### src/rtl/text_line_driver.sv
// text_line_driver: maps the VGA scan position onto one line of character
// cells and feeds the 8x16 glyph renderer (letter code, in-cell offsets,
// inside-rectangle flag). Four fixed messages are revealed with a
// typewriter effect, one character every CHAR_FRAMES frames.
//
// Handshake: there is no valid/ready pairing here. msgStart, msgClear and
// startOfFrame are single-cycle pulses sampled on the rising clk edge;
// msgClear beats msgStart, and msgStart beats startOfFrame (that frame is
// not counted). Outputs are registered, one cycle behind pixelX/pixelY.
//
// Optional feature: define TEXT_BLINK_EN to blink the finished line every
// BLINK_FRAMES frames while in SHOW. Without it SHOW is steady.
module text_line_driver #(
  parameter int TOP_LEFT_X   = 256,
  parameter int TOP_LEFT_Y   = 200,
  parameter int MAX_CHARS    = 12,
  parameter int CHAR_FRAMES  = 4,
  parameter int BLINK_FRAMES = 30
) (
  input  logic        clk,
  input  logic        resetN,
  input  logic [10:0] pixelX,
  input  logic [10:0] pixelY,
  input  logic        startOfFrame,
  input  logic [1:0]  msgSel,
  input  logic        msgStart,
  input  logic        msgClear,
  output logic [5:0]  letter,
  output logic [10:0] offsetX,
  output logic [10:0] offsetY,
  output logic        InsideRectangle,
  output logic        busy,
  output logic        done,
  output logic [1:0]  state_dbg
);

  typedef enum logic [1:0] {
    ST_IDLE   = 2'd0,
    ST_TYPING = 2'd1,
    ST_SHOW   = 2'd2
  } state_t;

  localparam int LINE_W = MAX_CHARS * 8;
  localparam logic [7:0] CHAR_LAST = 8'(CHAR_FRAMES - 1);

  // Message ROM, one 6-bit glyph code per cell, cell 0 in the low bits.
  localparam logic [11:0][5:0] MSG0 = {6'd0, 6'd7, 6'd2, 6'd5, 6'd7, 6'd4,
                                       6'd0, 6'd4, 6'd4, 6'd3, 6'd2, 6'd1};
  localparam logic [11:0][5:0] MSG1 = {6'd0, 6'd0, 6'd0, 6'd0, 6'd0, 6'd0,
                                       6'd4, 6'd15, 6'd6, 6'd12, 6'd2, 6'd14};
  localparam logic [11:0][5:0] MSG2 = {6'd0, 6'd0, 6'd0, 6'd0, 6'd0, 6'd9,
                                       6'd12, 6'd18, 6'd0, 6'd17, 6'd8, 6'd16};
  localparam logic [11:0][5:0] MSG3 = {6'd0, 6'd0, 6'd0, 6'd0, 6'd3, 6'd4,
                                       6'd8, 6'd19, 6'd0, 6'd17, 6'd8, 6'd16};

  // Reject configurations the counters cannot represent.
  if (CHAR_FRAMES < 1 || CHAR_FRAMES > 255 || BLINK_FRAMES < 1 ||
      BLINK_FRAMES > 255 || MAX_CHARS < 1 || MAX_CHARS > 15) begin : g_bad_param
    $error("text_line_driver: parameter out of range");
  end

  function automatic logic [3:0] msg_len(input logic [1:0] m);
    case (m)
      2'd0:    msg_len = 4'd11;
      2'd1:    msg_len = 4'd6;
      2'd2:    msg_len = 4'd7;
      default: msg_len = 4'd8;
    endcase
  endfunction

  function automatic logic [5:0] rom_char(input logic [1:0] m, input logic [3:0] i);
    logic [11:0][5:0] row;
    case (m)
      2'd0:    row = MSG0;
      2'd1:    row = MSG1;
      2'd2:    row = MSG2;
      default: row = MSG3;
    endcase
    rom_char = (i < 4'd12) ? row[i] : 6'd0;
  endfunction

  state_t      state;
  logic [1:0]  msg;
  logic [3:0]  reveal_cnt;
  logic [7:0]  frame_cnt;

  logic [10:0] dx;
  logic [10:0] dy;
  logic [7:0]  cell_idx;
  logic        in_line;
  logic        visible;
  logic        blink_on;

  assign state_dbg = state;

  // Scan geometry relative to the line's top-left corner.
  always_comb begin
    dx       = pixelX - 11'(TOP_LEFT_X);
    dy       = pixelY - 11'(TOP_LEFT_Y);
    cell_idx = dx[10:3];
    in_line  = (pixelX >= 11'(TOP_LEFT_X)) && (dx < 11'(LINE_W)) &&
               (pixelY >= 11'(TOP_LEFT_Y)) && (dy < 11'd16);
    visible  = in_line && (cell_idx < {4'b0, reveal_cnt}) && (state != ST_IDLE);
  end

  // Message FSM: commands first (clear over start), then frame counting.
  always_ff @(posedge clk or negedge resetN) begin
    if (!resetN) begin
      state      <= ST_IDLE;
      msg        <= 2'd0;
      reveal_cnt <= 4'd0;
      frame_cnt  <= 8'd0;
    end else if (msgClear) begin
      state      <= ST_IDLE;
      reveal_cnt <= 4'd0;
      frame_cnt  <= 8'd0;
    end else if (msgStart) begin
      state      <= ST_TYPING;
      msg        <= msgSel;
      reveal_cnt <= 4'd0;
      frame_cnt  <= 8'd0;
    end else if (state == ST_TYPING && startOfFrame) begin
      if (frame_cnt == CHAR_LAST) begin
        frame_cnt  <= 8'd0;
        reveal_cnt <= reveal_cnt + 4'd1;
        if ((reveal_cnt + 4'd1) == msg_len(msg)) begin
          state <= ST_SHOW;
        end
      end else begin
        frame_cnt <= frame_cnt + 8'd1;
      end
    end
  end

`ifdef TEXT_BLINK_EN
  logic [7:0] blink_cnt;

  // Blink phase: forced on outside SHOW, toggles every BLINK_FRAMES frames in SHOW.
  always_ff @(posedge clk or negedge resetN) begin
    if (!resetN) begin
      blink_on  <= 1'b1;
      blink_cnt <= 8'd0;
    end else if (state != ST_SHOW) begin
      blink_on  <= 1'b1;
      blink_cnt <= 8'd0;
    end else if (startOfFrame) begin
      if (blink_cnt == 8'(BLINK_FRAMES - 1)) begin
        blink_cnt <= 8'd0;
        blink_on  <= ~blink_on;
      end else begin
        blink_cnt <= blink_cnt + 8'd1;
      end
    end
  end
`else
  assign blink_on = 1'b1;
`endif

  // Registered glyph-renderer outputs, one cycle behind the scan position.
  always_ff @(posedge clk or negedge resetN) begin
    if (!resetN) begin
      letter          <= 6'd0;
      offsetX         <= 11'd0;
      offsetY         <= 11'd0;
      InsideRectangle <= 1'b0;
    end else if (visible) begin
      letter          <= rom_char(msg, cell_idx[3:0]);
      offsetX         <= {8'd0, dx[2:0]};
      offsetY         <= {7'd0, dy[3:0]};
      InsideRectangle <= blink_on;
    end else begin
      letter          <= 6'd0;
      offsetX         <= 11'd0;
      offsetY         <= 11'd0;
      InsideRectangle <= 1'b0;
    end
  end

  // Status flags follow the state register by one cycle.
  always_ff @(posedge clk or negedge resetN) begin
    if (!resetN) begin
      busy <= 1'b0;
      done <= 1'b0;
    end else begin
      busy <= (state == ST_TYPING);
      done <= (state == ST_SHOW);
    end
  end

endmodule

### config.mk
export PLATFORM = sky130hd
export DESIGN_NAME = text_line_driver
export DESIGN_NICKNAME = d
export VERILOG_FILES = /design/src/rtl/text_line_driver.sv
export SDC_FILE = /design/constraint.sdc
export NUM_CORES = 1
export LEC_CHECK = 0
export ABC_AREA = 1
export CAP_MARGIN = 20
export CORE_AREA = 5 5 71 73
export DETAILED_ROUTE_END_ITERATION = 6
export DIE_AREA = 0 0 76 78
export GPL_TIMING_DRIVEN = 0
export MAX_ROUTING_LAYER = met4
export PLACE_DENSITY = 0.82
export SKIP_CTS_REPAIR_TIMING = 1
export SYNTH_ARGS = -nofsm -noshare
export SYNTH_HDL_FRONTEND = slang
export SYNTH_SLANG_ARGS = --single-unit
### constraint.sdc
create_clock -name clk -period 4 [get_ports clk]
set_input_delay 0.4 -clock clk [delete_from_list [all_inputs] [get_ports clk]]
set_output_delay 0.4 -clock clk [all_outputs]
set_load 0.01 [all_outputs]
Yosys cells after proc, flatten, opt, wreduce, memory -nomap -nowiden --
Index checks and enable logic that the tools add are counted.
Word-level totals: memories 0, ROM bits 0, word-level logic and storage cells 69, bits of input ports 29, output and inout port bits 33, register bits after elaboration 47, RAM bits 0, bits in latches 0
Cells by class: equal/unequal tests 6, $lt $le $gt $ge 7, shifts and indexed selects 0, multipliers 0, muxes and demuxes 27, div/mod/pow operators 0, reductions and logical operators 14, $add $sub $neg 4, bitwise operators 1
Operators by type and width (count):
- 63-bit one-hot mux with 3 select lines | 1
- 72-bit two-way mux | 1
- 4-bit two-way mux | 9
- 8-bit two-way mux | 4
- 6-bit binary-select mux with 4-bit select | 1
- 6-bit two-way mux | 3
- 4-bit one-hot mux with 3 select lines | 1
- 11-bit by 8-bit >= comparator with 1-bit output (second input constant) | 1
- 11-bit by 9-bit >= comparator with 1-bit output (second input constant) | 1
- 11-bit by 5-bit < comparator with 1-bit output (second input constant) | 1
- 11-bit by 7-bit < comparator with 1-bit output (second input constant) | 1
- 11-bit by 8-bit subtractor with 11-bit output (second input constant) | 1
- 11-bit by 9-bit subtractor with 11-bit output (second input constant) | 1
- 2-bit two-way mux | 5
- 3-bit nonzero test | 3
- 8-bit by 1-bit adder with 8-bit output (second input constant) | 1
- 8-bit by 2-bit equality test with 1-bit output (second input constant) | 1
- 8-bit by 4-bit < comparator with 1-bit output | 1
- 1-bit logical AND | 6
- 4-bit by 5-bit < comparator with 1-bit output (second input constant) | 1
- 4-bit by 1-bit adder with 4-bit output (second input constant) | 1
- 2-bit by 1-bit equality test with 1-bit output (second input constant) | 2
- 2-bit equality test (second input constant) | 2
- 4-bit equality test | 1
- 8 further kinds | 9

Longest topological paths before layout --
Gate-level depths: netlist of run 1.
depth after elaboration 12, mapped depth 13, gate-level depth less buffers 12

Least setup slack after synthesis of run 1 --
No wires, ideal clock.
path type input -> register, from input port pixelY[3], to register letter[3], data arrival time 1.456 ns, stages on the path 10, buffers on the path 1, setup slack 2.476 ns, setup time 0.069 ns, cell sequence inv_1 ha_1 nor3b_1 nand2_1 nor2_1 nand3_1 nor2_2 nand2_2 buf_6 nor2_2
On the way: cells in the longest elaborated chain, start to end 6
Ends and longest elaborated chain:
- start: declaration | RTL line 23 | input logic [10:0] pixelY,
- 11-bit by 8-bit subtractor with 11-bit output or 11-bit by 8-bit >= comparator with 1-bit output (tied branches) | RTL line 99, 102
- 11-bit by 5-bit < comparator with 1-bit output or 1-bit logical AND (tied branches) | RTL line 102, 101
- 1-bit logical AND (*) | RTL line 102 | (pixelY >= 11'(TOP_LEFT_Y)) && (dy < 11'd16);
- 1-bit logical AND (*) (2 in a row) | RTL line 103 | visible = in_line && (cell_idx < {4'b0, reveal_cnt}) && (state != ST_IDLE);
- 6-bit two-way mux (*) | RTL line 166 | end else if (visible) begin
- end signal: assignment | RTL line 167 | letter <= rom_char(msg, cell_idx[3:0]);
- end: declaration | RTL line 28 | output logic [5:0] letter,
Every way passes the cells marked *; elsewhere a longest branch is shown, timed or not. A chain may end at the register's enable or synchronous reset.

Worst setup path in the final report of run 1 --
from input port pixelX[4], to register letter[4]
On the way: cells in the longest elaborated chain, start to end 8
Ends and longest elaborated chain:
- start: declaration | RTL line 22 | input logic [10:0] pixelX,
- 11-bit by 9-bit subtractor with 11-bit output | RTL line 98 | dx = pixelX - 11'(TOP_LEFT_X);
- 11-bit by 7-bit < comparator with 1-bit output | RTL line 101 | in_line = (pixelX >= 11'(TOP_LEFT_X)) && (dx < 11'(LINE_W)) &&
- 1-bit logical AND (2 in a row) | RTL line 101
- 1-bit logical AND | RTL line 102
- 1-bit logical AND (2 in a row) | RTL line 103
- 6-bit two-way mux (*) | RTL line 166
Every way passes the cells marked *; elsewhere a longest branch is shown, timed or not. The select of a mux whose other input is x is not followed.

==> flow_metrics.env, run 1 <==
export IMPL_rows=24
export IMPL_drt_wirelength_per_cell_um=10.4
export IMPL_vias=1997
export IMPL_core_sq_um=4290
export IMPL_ys_top_cells_by_count="78 x nand2_1, 48 x inv_1, 31 x dfrtp_1"
export IMPL_dieHeight_um=78
export IMPL_grt_pass1_vias=1861
export IMPL_grt_max_degree=18
export IMPL_slew_headroom_pct=52.3
export IMPL_synth_edf_count=0
export IMPL_p_leak_nw=1.49
export IMPL_chipWidth_um=76
export IMPL_netlist_instances=308
export IMPL_root_buffer="clkbuf_8"
export IMPL_cp_start_kind="input port"
export IMPL_diodes=0
export IMPL_required_ps=4210
export IMPL_cp_arrival_ps=2070
export IMPL_drc_errors=0
export IMPL_grt_overflow_total=0
export IMPL_yosys_area_top_type="dfrtp_1"
export IMPL_firstDrtPassIters=4
export IMPL_dpl_cell_area_sq_um=2770
export IMPL_fin_nets=417
export IMPL_synth_seq_cells=31
export IMPL_worstPathMaxFanout=10
export IMPL_synth_area_sq_um=2180
export IMPL_n_fill_cell=370
export IMPL_setup_viol=0
export IMPL_fmaxAchievable_mhz=539
export IMPL_timing_final_crit_share_pct=46.4
export IMPL_setup_tns_ps=0
export IMPL_viasPerCell=4.68
export IMPL_synth_seq_area_share_pct=35.5
export IMPL_clk_path_buf_depth=2
export IMPL_powerDensity_nw_per_um2=268
export IMPL_cts_num_sinks=31
export IMPL_endpoint_kind="register"
export IMPL_ant_nets=0
export IMPL_p_total_mw=0.767
export IMPL_cts_tree="built"
export IMPL_synth_area_leaders="dfrtp_1 36%, nand2_1 13%, inv_1 8.2%"
export IMPL_syn_area_per_cell_sq_um=7.09
export IMPL_first_iter_violations=55
export IMPL_io_pins=62
export IMPL_hpwl_mm=3.61
export IMPL_die_area_sq_um=5930
export IMPL_cts_buffers=5
export IMPL_fin_crit_ps=1860
export IMPL_drv_cap=0
export IMPL_start_util_pct=50.9
export IMPL_drt_wl_total_mm=4.43
export IMPL_grt_pass1_wl_mm=8.08
export IMPL_irDropWorstVdd_mv=0.214
export IMPL_antenna_found_initial=0
export IMPL_synth_top_area_share_pct=35.5
export IMPL_ys_flop_type="dfrtp_1"
export IMPL_fin_area_sq_um=2860
export IMPL_drive_gt1_share_pct=12.8
export IMPL_synth_most_common_cell="nand2_1"
export IMPL_cts_clk_slew_worst_paths_ps=60
export IMPL_worstSetupPathType="in2reg"
export IMPL_status="complete, no violations"
export IMPL_slew_viol_final=0
export IMPL_yosysUniqueCellTypes=26
export IMPL_rsz0062_at_grt="false"
export IMPL_grt_usage_pct=16.8
export IMPL_synth_async_reset_ratio_pct=100
export IMPL_synth_warning_count=0
export IMPL_min_path_type="in2reg"
export IMPL_clk_latency_ps=280
export IMPL_clock_skew_ps=3.35
export IMPL_worst_pin_slew_ps=714
export IMPL_cts_htree_levels=2
export IMPL_syn_to_final_growth_pct=31.0
export IMPL_portBuffers=44
export IMPL_final_hold_viol_count=0
export IMPL_gp_congestion=0.887
==> per-layer routing <==
metal	vias to the layer above	global-route usage [%]	share of wire (%)
met3	6	5.21	8.0
met5	-	-	0
met1	865	20.0	44
li1	1067	-	-
met4	0	5.87	0.90
met2	59	26.8	47
==> critical path, stage by stage <==
cell and delay (ps):
clkdlybuf4s50_1 620, ha_1 280, nand2_1 70, nand2_1 40, a21oi_1 150, nor2_1 70, nor2_2 110, nand2_2 90
buf_6 160, nor2_2 80
==> final timing paths <==
kind / startpoint / cells past startpoint / to / slack, ps
worst max-delay path: pixelX[4] / 10 / letter[4]$_DFF_PN0_ / 2140
worst min-delay path: pixelX[3] / 4 / letter[4]$_DFF_PN0_ / 450
worst max register to register: msg[0]$_DFFE_PN0P_ / 11 / letter[0]$_DFF_PN0_ / 2380
worst min register to register: state_dbg[0]$_DFFE_PN0P_ / 1 / done$_DFF_PN0_ / 530
max in group asynchronous: resetN / 2 / msg[0]$_DFFE_PN0P_ / 2930
min in group asynchronous: resetN / 1 / offsetY[2]$_DFF_PN0_ / 550
==> report_power, final <==
part / switching, mW / leakage, nW / internal [mW] / total (mW)
logic: 0.106 / 1.02 / 0.0868 / 0.193
registers: 0.00963 / 0.421 / 0.323 / 0.333
clock network: 0.106 / 0.0470 / 0.135 / 0.241
total: 0.222 / 1.49 / 0.545 / 0.767
==> stage by stage <==
stage,setup WS (ps),util (%),hold WS (ps),std cells
3_5_place_dp,1850,64.6,538,420
6_report,2140,66.6,453,427
4_1_cts,2130,66.6,448,427
5_1_grt,2020,66.6,468,427
3_3_place_gp,1880,64.0,522,419
2_1_floorplan,2480,-,104,323
==> registers in the layout, summed over array words and instances, names as in the netlist <==
| register | cells |
|---|---|
| msg | 2 |
| frame_cnt | 8 |
| letter | 5 |
| offsetY | 4 |
| offsetX | 3 |
| done | 1 |
| InsideRectangle | 1 |
| busy | 1 |
| reveal_cnt | 4 |
| state_dbg | 2 |
==> area by class of cell <==
class	count	area, sq um	area share (%)
inverters	51	196	6.86
clock buffers	6	82.6	2.89
repair buffers	45	468	16.4
clock inverters	1	5.00	0.175
well taps	52	65.1	2.27
plain buffers	19	148	5.16
multi-input cells	222	1120	39.2
flip-flops and latches	31	776	27.1
==> cell usage in the layout, fill, tap and decap left out, types with 2 or more instances in the layout <==
master           count
nand2_1             78
a31oi_1              2
o21ai_0             21
buf_6                2
clkbuf_8             6
conb_1              16
clkdlybuf4s50_1     44
ha_1                13
dfrtp_1             31
nor2_4               3
nor3_1               3
o22ai_1              2
nand3_1             14
inv_1               48
xor2_1               3
nand4_1              5
buf_4               16
nand2_2              5
a21oi_1             12
nor2_2              10
inv_2                2
o21ai_1              2
nor2_1              30
==> logic make-up (layout without fill, tap and decap cells) <==
group / count (synthesis) / in the layout / share of synthesized area, %
AND/OR/NAND/NOR: 150 / 150 / 30.4
buffers and inverters: 70 / 122 / 15.8
AO/OA/AOI/OAI: 40 / 40 / 9.51
flip-flops: 31 / 31 / 35.5
adder cells (fa/ha/maj): 13 / 13 / 7.45
XOR/XNOR: 3 / 3 / 1.20
other: 1 / 16 / 0.172
Note: power is estimated with default switching activity, not from simulation.
==> inputs of run 2 (changes only) <==
- CORE_AREA: 5 5 71 73 -> 5 5 74 76
- DIE_AREA: 0 0 76 78 -> 0 0 79 81
- PLACE_DENSITY: 0.82 -> 0.75
- clock period: 4 -> 1.83 ns (I/O delays scaled with it)
==> run 2 against run 1 <==
  * Sequential share of layout area is 0.21 points lower
  * Combinational power is 120% higher
  * Core utilization is 4.8 points lower
  * Global-route usage is 0.81 points lower
  * Worst hold slack worse by 220 ps
  * Sequential cell count stayed put
  * Die area is 7.9% higher
  * Clock-buffer cell count stayed put
==> flow_metrics.env, run 2 (synthesis gave the netlist of run 1 again) <==
export IMPL_status="complete, no violations"
export IMPL_grt_max_degree=20
export IMPL_p_int_mw=1.33
export IMPL_setup_tns_ps=0
export IMPL_fin_crit_ps=1670
export IMPL_gp_congestion=0.828
export IMPL_fmaxAchievable_mhz=600
export IMPL_fin_area_sq_um=2880
export IMPL_drt_wl_total_mm=4.52
export IMPL_die_area_sq_um=6400
export IMPL_required_ps=2050
export IMPL_final_hold_viol_count=0
export IMPL_worstPathMaxFanout=10
export IMPL_timing_final_crit_share_pct=91.0
export IMPL_drt_wirelength_per_cell_um=10.5
export IMPL_endpoint_kind="register"
export IMPL_clock_skew_ps=3.43
export IMPL_powerDensity_nw_per_um2=637
export IMPL_min_path_type="in2reg"
export IMPL_n_fill_cell=426
export IMPL_diodes=0
export IMPL_grt_overflow_total=0
export IMPL_worstSetupPathType="in2reg"
export IMPL_syn_to_final_growth_pct=32.0
export IMPL_switching_share_pct=27.5
export IMPL_fin_ws_ps=164
export IMPL_mostFrequentLayoutCell="nand2_1"
export IMPL_chipWidth_um=79
export IMPL_root_buffer="clkbuf_8"
export IMPL_cp_start_kind="input port"
export IMPL_largestRegisters="frame_cnt: 8 flops, letter: 5 flops"
export IMPL_dpl_cell_area_sq_um=2760
export IMPL_hpwl_mm=3.72
export IMPL_clk_path_buf_depth=2
export IMPL_p_seq_share_pct=39.6
export IMPL_power_switching_mw=0.505
export IMPL_place_ws_ps=-133
export IMPL_setup_viol=0
export IMPL_worst_pin_slew_ps=873
export IMPL_io_pins=62
export IMPL_drive_gt1_share_pct=13.0
export IMPL_grt_usage_pct=16.0
export IMPL_first_iter_violations=89
export IMPL_largest_reg_flops=8
export IMPL_grt_pass1_vias=1898
export IMPL_start_util_pct=46.9
export IMPL_antenna_found_initial=0
export IMPL_irDropWorstVdd_mv=0.451
export IMPL_cp_arrival_ps=1880
export IMPL_fin_nets=417
export IMPL_final_util_pct=61.9
export IMPL_most_common_layout_cells="78 x nand2_1, 48 x inv_1, 43 x clkdlybuf4s50_1"
export IMPL_largest_register="frame_cnt"
export IMPL_viasPerCell=4.58
export IMPL_ant_nets=0
export IMPL_dieHeight_um=81
export IMPL_cts_htree_levels=2
export IMPL_p_clk_share_pct=37.6
export IMPL_slew_headroom_pct=41.6
export IMPL_clk_latency_ps=280
export IMPL_grt_pass1_wl_mm=8.01
export IMPL_slew_viol_final=0
export IMPL_cts_clk_slew_worst_paths_ps=60
export IMPL_p_leak_nw=1.51
export IMPL_cts_tree="built"
export IMPL_pwr_share_comb_pct=22.8
export IMPL_firstDrtPassIters=4
export IMPL_vias=1970
export IMPL_drc_errors=0
export IMPL_rows=25
export IMPL_drv_cap=0
export IMPL_portBuffers=44
export IMPL_cts_num_sinks=31
export IMPL_core_sq_um=4660
export IMPL_rsz0062_at_grt="false"
export IMPL_cts_buffers=5
## run 2: changes by cell type in the layout (fill, tap and decap cells not counted)
cell             before  now
bufinv_16             0    1
buf_16                1    0
buf_8                 0    1
clkdlybuf4s50_1      44   43
dlymetal6s2s_1        0    1
## run 2: per-layer routing
| layer | track usage, % | vias to the layer above | part of all wire (%) | routed length (um) |
|---|---|---|---|---|
| met2 | 25.5 | 63 | 45 | 2040 |
| met4 | 5.15 | 0 | 1.5 | 70 |
| met5 | - | - | 0 | 0 |
| met3 | 3.77 | 6 | 6.7 | 301 |
| li1 | - | 1062 | - | - |
| met1 | 20.1 | 839 | 47 | 2100 |
## run 2: worst paths after layout
check / endpoint / slack [ps] / startpoint / cells after the start
max: offsetY[1]$_DFF_PN0_ / 160 / pixelY[3] / 11
min: letter[4]$_DFF_PN0_ / 230 / pixelX[3] / 4
max reg2reg: letter[0]$_DFF_PN0_ / 190 / msg[0]$_DFFE_PN0P_ / 11
min reg2reg: frame_cnt[4]$_DFFE_PN0P_ / 550 / frame_cnt[4]$_DFFE_PN0P_ / 2
max in group asynchronous: reveal_cnt[2]$_DFFE_PN0P_ / 850 / resetN / 2
min in group asynchronous: offsetX[2]$_DFF_PN0_ / 400 / resetN / 1
## run 2: worst max-delay path, cell delays in order
cell and delay [ps]:
clkdlybuf4s50_1 480, inv_1 80, ha_1 280, nor3b_1 180, nand2_1 70, nor2_1 80, nand3_1 90, nor2_2 100
nand2_2 90, buf_6 160, nor2_2 90
## run 2: area by class of cell
type                            count  area, sq um  area share, %
Sequential cell                    31          776           26.9
Buffer                             19          148           5.12
Clock inverter                      2         35.0           1.21
Multi-Input combinational cell    222         1120           38.9
Timing Repair Buffer               45          458           15.9
Tap cell                           54         67.6           2.34
Clock buffer                        6         82.6           2.86
Inverter                           51          196           6.81
## run 2: metrics by stage
stage / std cells / hold slack, ps / total power, mW
finish: 430 / 232 / 1.84
global route: 430 / 245 / 1.95
CTS: 430 / 231 / 1.85
detailed placement: 422 / 534 / 1.16
global placement: 421 / 524 / 1.15
floorplan: 323 / -113 / 0.995
## run 2: power by group through the flow
stage / Clock [mW] / Sequential, mW / Combinational, mW
after global placement: 0 / 0.739 / 0.409
after CTS: 0.702 / 0.729 / 0.420
after detailed placement: 0 / 0.741 / 0.418
after floorplan: 0 / 0.741 / 0.255
final: 0.692 / 0.728 / 0.419
after global routing: 0.736 / 0.731 / 0.479
==> inputs of run 3 (changes only) <==
- CTS_CLUSTER_DIAMETER: unset -> 120
==> results of run 3 <==
Same layout as run 2: the final DEF is identical, and so are final timing and power.
